--- config.mk ---
export PLATFORM = sky130hd
export DESIGN_NAME = iter_multiplier
export DESIGN_NICKNAME = d
export VERILOG_FILES = /design/src/rtl/iter_multiplier.sv
export SDC_FILE = /design/constraint.sdc
export NUM_CORES = 1
export LEC_CHECK = 0
export CELL_PAD_IN_SITES_DETAIL_PLACEMENT = 0
export CELL_PAD_IN_SITES_GLOBAL_PLACEMENT = 2
export CORE_MARGIN = 2
export CORE_UTILIZATION = 32
export CTS_BUF_LIST = sky130_fd_sc_hd__clkbuf_4 sky130_fd_sc_hd__clkbuf_8
export DETAILED_ROUTE_END_ITERATION = 12
export PLACE_DENSITY = 0.8
export REMOVE_ABC_BUFFERS = 1
export SYNTH_ARGS = -nofsm -noshare
export SYNTH_HDL_FRONTEND = slang
export SYNTH_SLANG_ARGS = --single-unit
--- constraint.sdc ---
create_clock -name Clk -period 9.98 [get_ports Clk]
set_input_delay 1.996 -clock Clk [delete_from_list [all_inputs] [get_ports Clk]]
set_output_delay 1.996 -clock Clk [all_outputs]
set_load 0.05 [all_outputs]
--- src/rtl/iter_multiplier.sv ---
// rtl/iter_multiplier.sv - radix-2 shift-add 64x64 multiplier for MUL, UMULH and SMULH.
// One multiplier bit per clock; signed high half via magnitudes plus a final negate.
module iter_multiplier #(
  parameter int WIDTH = 64,
  parameter int CNT_W = 7
) (
  input  logic             Clk,
  input  logic             Reset,
  input  logic             Start,
  input  logic [1:0]       Op,
  input  logic [WIDTH-1:0] OpA,
  input  logic [WIDTH-1:0] OpB,
  input  logic [4:0]       DestIn,
  output logic             Busy,
  output logic             Done,
  output logic [WIDTH-1:0] Result,
  output logic [4:0]       DestOut,
  output logic             RegWrOut
);

  typedef enum logic [1:0] {S_IDLE, S_RUN, S_FIX, S_DONE} state_t;

  state_t               state_q, state_d;
  logic [1:0]           op_q, op_d;
  logic                 neg_q, neg_d;
  logic [4:0]           dest_q, dest_d;
  logic [WIDTH-1:0]     mcand_q, mcand_d;
  logic [2*WIDTH-1:0]   prod_q, prod_d;
  logic [CNT_W-1:0]     cnt_q, cnt_d;
  logic [WIDTH-1:0]     result_q, result_d;
  logic [4:0]           dest_out_q, dest_out_d;

  logic                 is_smulh_in;
  logic [WIDTH-1:0]     abs_a, abs_b;
  logic [WIDTH:0]       sum;
  logic [2*WIDTH-1:0]   prod_fix;
  logic                 take_high;

  // SMULH works on magnitudes; 0x80..0 negates to itself, which reads as 2^(WIDTH-1) unsigned.
  assign is_smulh_in = (Op == 2'b10);
  assign abs_a       = (is_smulh_in && OpA[WIDTH-1]) ? -OpA : OpA;
  assign abs_b       = (is_smulh_in && OpB[WIDTH-1]) ? -OpB : OpB;

  // The multiplier sits in the low half of the product and shifts out as the sum shifts in.
  assign sum       = {1'b0, prod_q[2*WIDTH-1:WIDTH]} + (prod_q[0] ? {1'b0, mcand_q} : '0);
  assign prod_fix  = neg_q ? -prod_q : prod_q;
  assign take_high = (op_q == 2'b01) || (op_q == 2'b10);

  always_ff @(posedge Clk or posedge Reset) begin
    if (Reset) begin
      state_q    <= S_IDLE;
      op_q       <= '0;
      neg_q      <= 1'b0;
      dest_q     <= '0;
      mcand_q    <= '0;
      prod_q     <= '0;
      cnt_q      <= '0;
      result_q   <= '0;
      dest_out_q <= '0;
    end else begin
      state_q    <= state_d;
      op_q       <= op_d;
      neg_q      <= neg_d;
      dest_q     <= dest_d;
      mcand_q    <= mcand_d;
      prod_q     <= prod_d;
      cnt_q      <= cnt_d;
      result_q   <= result_d;
      dest_out_q <= dest_out_d;
    end
  end

  always_comb begin
    state_d    = state_q;
    op_d       = op_q;
    neg_d      = neg_q;
    dest_d     = dest_q;
    mcand_d    = mcand_q;
    prod_d     = prod_q;
    cnt_d      = cnt_q;
    result_d   = result_q;
    dest_out_d = dest_out_q;

    case (state_q)
      S_IDLE, S_DONE: begin
        if (Start) begin
          op_d    = Op;
          dest_d  = DestIn;
          neg_d   = is_smulh_in && (OpA[WIDTH-1] ^ OpB[WIDTH-1]);
          mcand_d = abs_a;
          prod_d  = {{WIDTH{1'b0}}, abs_b};
          cnt_d   = '0;
          state_d = S_RUN;
        end else begin
          state_d = S_IDLE;
        end
      end
      S_RUN: begin
        prod_d = {sum, prod_q[WIDTH-1:1]};
        cnt_d  = cnt_q + 1'b1;
        if (cnt_q == CNT_W'(WIDTH - 1)) begin
          state_d = S_FIX;
        end
      end
      S_FIX: begin
        result_d   = take_high ? prod_fix[2*WIDTH-1:WIDTH] : prod_fix[WIDTH-1:0];
        dest_out_d = dest_q;
        state_d    = S_DONE;
      end
      default: state_d = S_IDLE;
    endcase
  end

  assign Busy     = (state_q == S_RUN) || (state_q == S_FIX);
  assign Done     = (state_q == S_DONE);
  assign RegWrOut = Done;
  assign Result   = result_q;
  assign DestOut  = dest_out_q;

endmodule

==> flow_summary.rst <==
.. list-table::
   :header-rows: 1

   * - Metric
     - Value
   * - Cts hold-fix bufs
     - 0
   * - R2r endpoint
     - prod_q[125]$_DFFE_PP0P_
   * - Share of post-route cells with drive strength above 1
     - 0.0652
   * - Deepest level of the CTS H-tree
     - 2
   * - Delay of the slowest cell on the worst path
     - 0.64 ns
   * - DP Worst Slack
     - 4.06 ns
   * - Crit end category
     - register
   * - Seq/Total Area, Yosys
     - 0.336
   * - WP depth
     - 10
   * - Register-to-Register Path Depth
     - 15
   * - Least-Margin Pin Slew
     - 1.20 ns
   * - Biggest area contributors in the synthesized netlist
     - sky130_fd_sc_hd__dfrtp_1, sky130_fd_sc_hd__o21ai_0, sky130_fd_sc_hd__xor2_1
   * - Flip-flop cell with the highest count after synthesis
     - sky130_fd_sc_hd__dfrtp_1
   * - Total Nets Final
     - 2,886
   * - Fmax achieved
     - 195 MHz
   * - Die Outline Area
     - 66,700 um^2
   * - Share of the clock period used by the worst path after layout
     - 0.513
   * - Top library cells by usage in the layout, fill and taps aside
     - sky130_fd_sc_hd__nand2_1, sky130_fd_sc_hd__o21ai_0, sky130_fd_sc_hd__dfrtp_1, sky130_fd_sc_hd__clkdlybuf4s50_1, sky130_fd_sc_hd__a21oi_1
   * - Utilization of the core after routing
     - 0.386
   * - Synth async-reset ratio
     - 1.00
   * - Number of setup buffers added after CTS
     - 0
   * - Class of the most critical setup path
     - primary input to register
   * - Library cells used by synthesis
     - 85
   * - Outcome
     - finished clean
   * - Num ports
     - 210
   * - Number of clock sinks seen by CTS
     - 278
   * - Antenna violations before repair
     - 1
   * - Timing endpoint of the critical path
     - prod_q[57]$_DFFE_PP0P_
   * - WP data required
     - 10.48 ns
   * - Grt ovf
     - 0
   * - Family with the most delay on the worst path
     - simple AND/OR/NAND/NOR gates
   * - Final Hold Fails
     - 0
   * - P per Cell Area
     - 103 nW/um^2
   * - Core Rows
     - 93
   * - Total Routing Usage GR
     - 0.215
   * - Detailed placement HPWL
     - 55.5 mm
   * - Worst rel slew slack
     - 0.201
   * - Via total after detailed routing
     - 19,469
   * - Total clock buffers created by CTS
     - 52
   * - Number of maximum-capacitance violations
     - 0
   * - Proportion of netlist area held by the largest area contributor
     - 0.336
   * - Total buffers and inverters traversed by the critical path
     - 1
   * - Core region area
     - 64,100 um^2
   * - Worst flop-to-flop path startpoint
     - prod_q[0]$_DFFE_PP0P_
   * - CP startpoint
     - OpB[9]
   * - Vias per std cell
     - 5.45
   * - Initial DRC count
     - 1,373
   * - Resized Gates After CTS
     - 0
   * - Clk_lat worst skew
     - 0.65 ns
   * - Max Transition Viols Final
     - 0
   * - Number of port buffers
     - 209
   * - Clock slew at reported path FFs
     - 0.06 ns
   * - Worst hold slack
     - 0.474 ns
   * - Number of DRC violations after detailed routing
     - 0
   * - CTS Buffer Depth
     - 3
   * - Number of endpoints failing setup at the final stage
     - 0
   * - Cell area after synthesis
     - 20,700 um^2
   * - Syn_area_per_cell
     - 8.18 um^2
   * - Effective utilization at floorplan
     - 0.323
   * - Number of standard cells after synthesis
     - 2,529
   * - Library cell contributing the largest single delay on the critical path
     - sky130_fd_sc_hd__nor4b_1
   * - Shortest clock period the worst path allows after layout
     - 5.12 ns
   * - EDFF count, synth
     - 0
   * - Arrival time reported for the critical path endpoint
     - 5.62 ns
   * - DRT Pass-1 Iters
     - 5
   * - Chain of cells forming the critical path
     - clkdlybuf4s50_1 > or4_1 > nor4b_1 > nand4b_1 > nor2_2 > nand3_1 > or2_1 > o41ai_1 > xor2_1 > a21oi_1
   * - Synth area leader
     - sky130_fd_sc_hd__dfrtp_1
   * - Routability Congestion
     - 0.897
   * - Total number of yosys warnings
     - 0
   * - Flop2flop setup slack
     - 5.17 ns
   * - WL final
     - 73.1 mm
   * - Max Clock Skew
     - 0.0396 ns
   * - Count of nets left with antenna violations after detail routing
     - 0
   * - Maximum net fanout on the critical path
     - 5
   * - Maximum number of pins on one net before global-route repair
     - 106
   * - Least setup slack across all paths after layout
     - 4.86 ns
   * - Overall die width
     - 258 um
   * - Worst IR drop on VDD
     - 0.0000741 V
   * - Worst min path class
     - register to register
   * - Buffer type at the clock tree root
     - sky130_fd_sc_hd__clkbuf_8
   * - Wire per inst
     - 20.5 um
   * - Unrepaired setup endpoints after global routing
     - false
   * - #FFs+latches synth
     - 278
   * - Most common cell after layout, fill and taps aside
     - sky130_fd_sc_hd__nand2_1
   * - Worst setup SP type
     - primary input
   * - CTS tree
     - yes
   * - Die height
     - 258 um
   * - Vias in the first global route
     - 19,171
   * - Pleak
     - 10.2 nW
   * - Area grow syn2layout
     - 19.7%
   * - Global-route wire length before repair
     - 114 mm
metal layers:
layer  global-route usage  routed length, um  vias to the layer above
li1                     -                  -                     9454
met1                0.306              35000                     9385
met2                0.336              32400                      492
met3               0.0257               2980                      138
met4               0.0790               2730                        0
met5                    0                  0                        -
cells in the mapped netlist (5+ instances only):
library cell / number
sky130_fd_sc_hd__nand2_1: 288
sky130_fd_sc_hd__o21ai_0: 281
sky130_fd_sc_hd__dfrtp_1: 278
sky130_fd_sc_hd__a21oi_1: 202
sky130_fd_sc_hd__xor2_1: 159
sky130_fd_sc_hd__nor2_1: 153
sky130_fd_sc_hd__xnor2_1: 138
sky130_fd_sc_hd__clkbuf_1: 133
sky130_fd_sc_hd__and2_1: 71
sky130_fd_sc_hd__ha_1: 71
sky130_fd_sc_hd__nor3_1: 55
sky130_fd_sc_hd__o31ai_1: 51
sky130_fd_sc_hd__nand3_1: 48
sky130_fd_sc_hd__inv_1: 45
sky130_fd_sc_hd__nand3b_1: 42
sky130_fd_sc_hd__o21ai_1: 32
sky130_fd_sc_hd__o22ai_1: 32
sky130_fd_sc_hd__or3_1: 32
sky130_fd_sc_hd__a21o_1: 31
sky130_fd_sc_hd__nand2b_1: 30
sky130_fd_sc_hd__nor4_1: 30
sky130_fd_sc_hd__o41ai_1: 30
sky130_fd_sc_hd__or4_1: 30
sky130_fd_sc_hd__nand4_1: 24
sky130_fd_sc_hd__a31oi_1: 17
sky130_fd_sc_hd__o211ai_1: 17
sky130_fd_sc_hd__o221ai_1: 17
sky130_fd_sc_hd__mux2_2: 15
sky130_fd_sc_hd__a211oi_1: 14
sky130_fd_sc_hd__and3_1: 12
sky130_fd_sc_hd__nor2b_1: 10
sky130_fd_sc_hd__or2_2: 9
sky130_fd_sc_hd__o2bb2ai_1: 8
sky130_fd_sc_hd__a22oi_1: 7
sky130_fd_sc_hd__o21bai_1: 7
sky130_fd_sc_hd__a311oi_1: 6
sky130_fd_sc_hd__nor4b_1: 6
sky130_fd_sc_hd__buf_1: 5
sky130_fd_sc_hd__nand4b_1: 5
sky130_fd_sc_hd__o31a_1: 5
layout make-up:
class	count	area, um^2
clock buffer	81	1050
multi-input combinational	2065	13100
timing repair buffer	234	2280
inverter	45	176
sequential	278	6960
antenna	1	2.50
tap	855	1070
fill	6562	39400
clock inverter	13	124
cell families after synthesis:
family,synth area share
AO/OA/AOI/OAI,0.229
adder cells (fa/ha/maj),0.0439
flip-flops,0.336
buffers and inverters,0.0341
multiplexers,0.0108
XOR/XNOR,0.126
AND/OR/NAND/NOR,0.220
worst register-to-register path: stages, from the launching register on:
cell and delay [ns]:
sky130_fd_sc_hd__dfrtp_1 0.33, sky130_fd_sc_hd__buf_4 0.41, sky130_fd_sc_hd__and2_1 0.30, sky130_fd_sc_hd__ha_1 0.23, sky130_fd_sc_hd__inv_1 0.07, sky130_fd_sc_hd__fa_1 0.40, sky130_fd_sc_hd__nor2b_1 0.16, sky130_fd_sc_hd__o2111ai_1 0.15
sky130_fd_sc_hd__a21oi_1 0.40, sky130_fd_sc_hd__o2111ai_1 0.20, sky130_fd_sc_hd__a31oi_1 0.40, sky130_fd_sc_hd__a21oi_1 0.27, sky130_fd_sc_hd__o21ai_1 0.61, sky130_fd_sc_hd__a21oi_1 0.20, sky130_fd_sc_hd__or2_0 0.25, sky130_fd_sc_hd__a221o_1 0.29
worst min path at each step:
stage          slack [ns]                       to               startpoint  depth (start not counted)
2_1_floorplan        0.44   mcand_q[0]$_DFFE_PP0P_   mcand_q[0]$_DFFE_PP0P_                          2
3_3_place_gp         0.46  mcand_q[43]$_DFFE_PP0P_  mcand_q[43]$_DFFE_PP0P_                          2
3_5_place_dp         0.47  mcand_q[35]$_DFFE_PP0P_  mcand_q[35]$_DFFE_PP0P_                          2
4_1_cts              0.48  mcand_q[35]$_DFFE_PP0P_  mcand_q[35]$_DFFE_PP0P_                          2
5_1_grt              0.51  mcand_q[35]$_DFFE_PP0P_  mcand_q[35]$_DFFE_PP0P_                          2
6_report             0.47  mcand_q[35]$_DFFE_PP0P_  mcand_q[35]$_DFFE_PP0P_                          2
registers in the layout, indices dropped and copies added (netlist names):
signal,count
DestOut,5
Result,64
cnt_q,7
dest_q,5
mcand_q,64
neg_q,1
op_q,2
prod_q,128
state_q,2
report_power, final:
group / switching, mW / leakage (nW) / internal (mW)
Clock: 0.531 / 0.626 / 0.722
Combinational: 0.0936 / 5.79 / 0.0826
Sequential: 0.000487 / 3.82 / 1.13
Total: 0.625 / 10.2 / 1.93
metrics by stage:
stage / total power, mW / setup TNS, ns / cells / area, um^2
6_report: 2.56 / 0 / 3572 / 24700
5_1_grt: 2.66 / 0 / 3572 / 24700
4_1_cts: 2.60 / 0 / 3571 / 24700
3_5_place_dp: 1.33 / 0 / 3477 / 23600
3_3_place_gp: 1.33 / 0 / 3477 / 23600
2_1_floorplan: 1.22 / -52.05 / 2388 / 20100
Power figures use the tool's default switching activity.
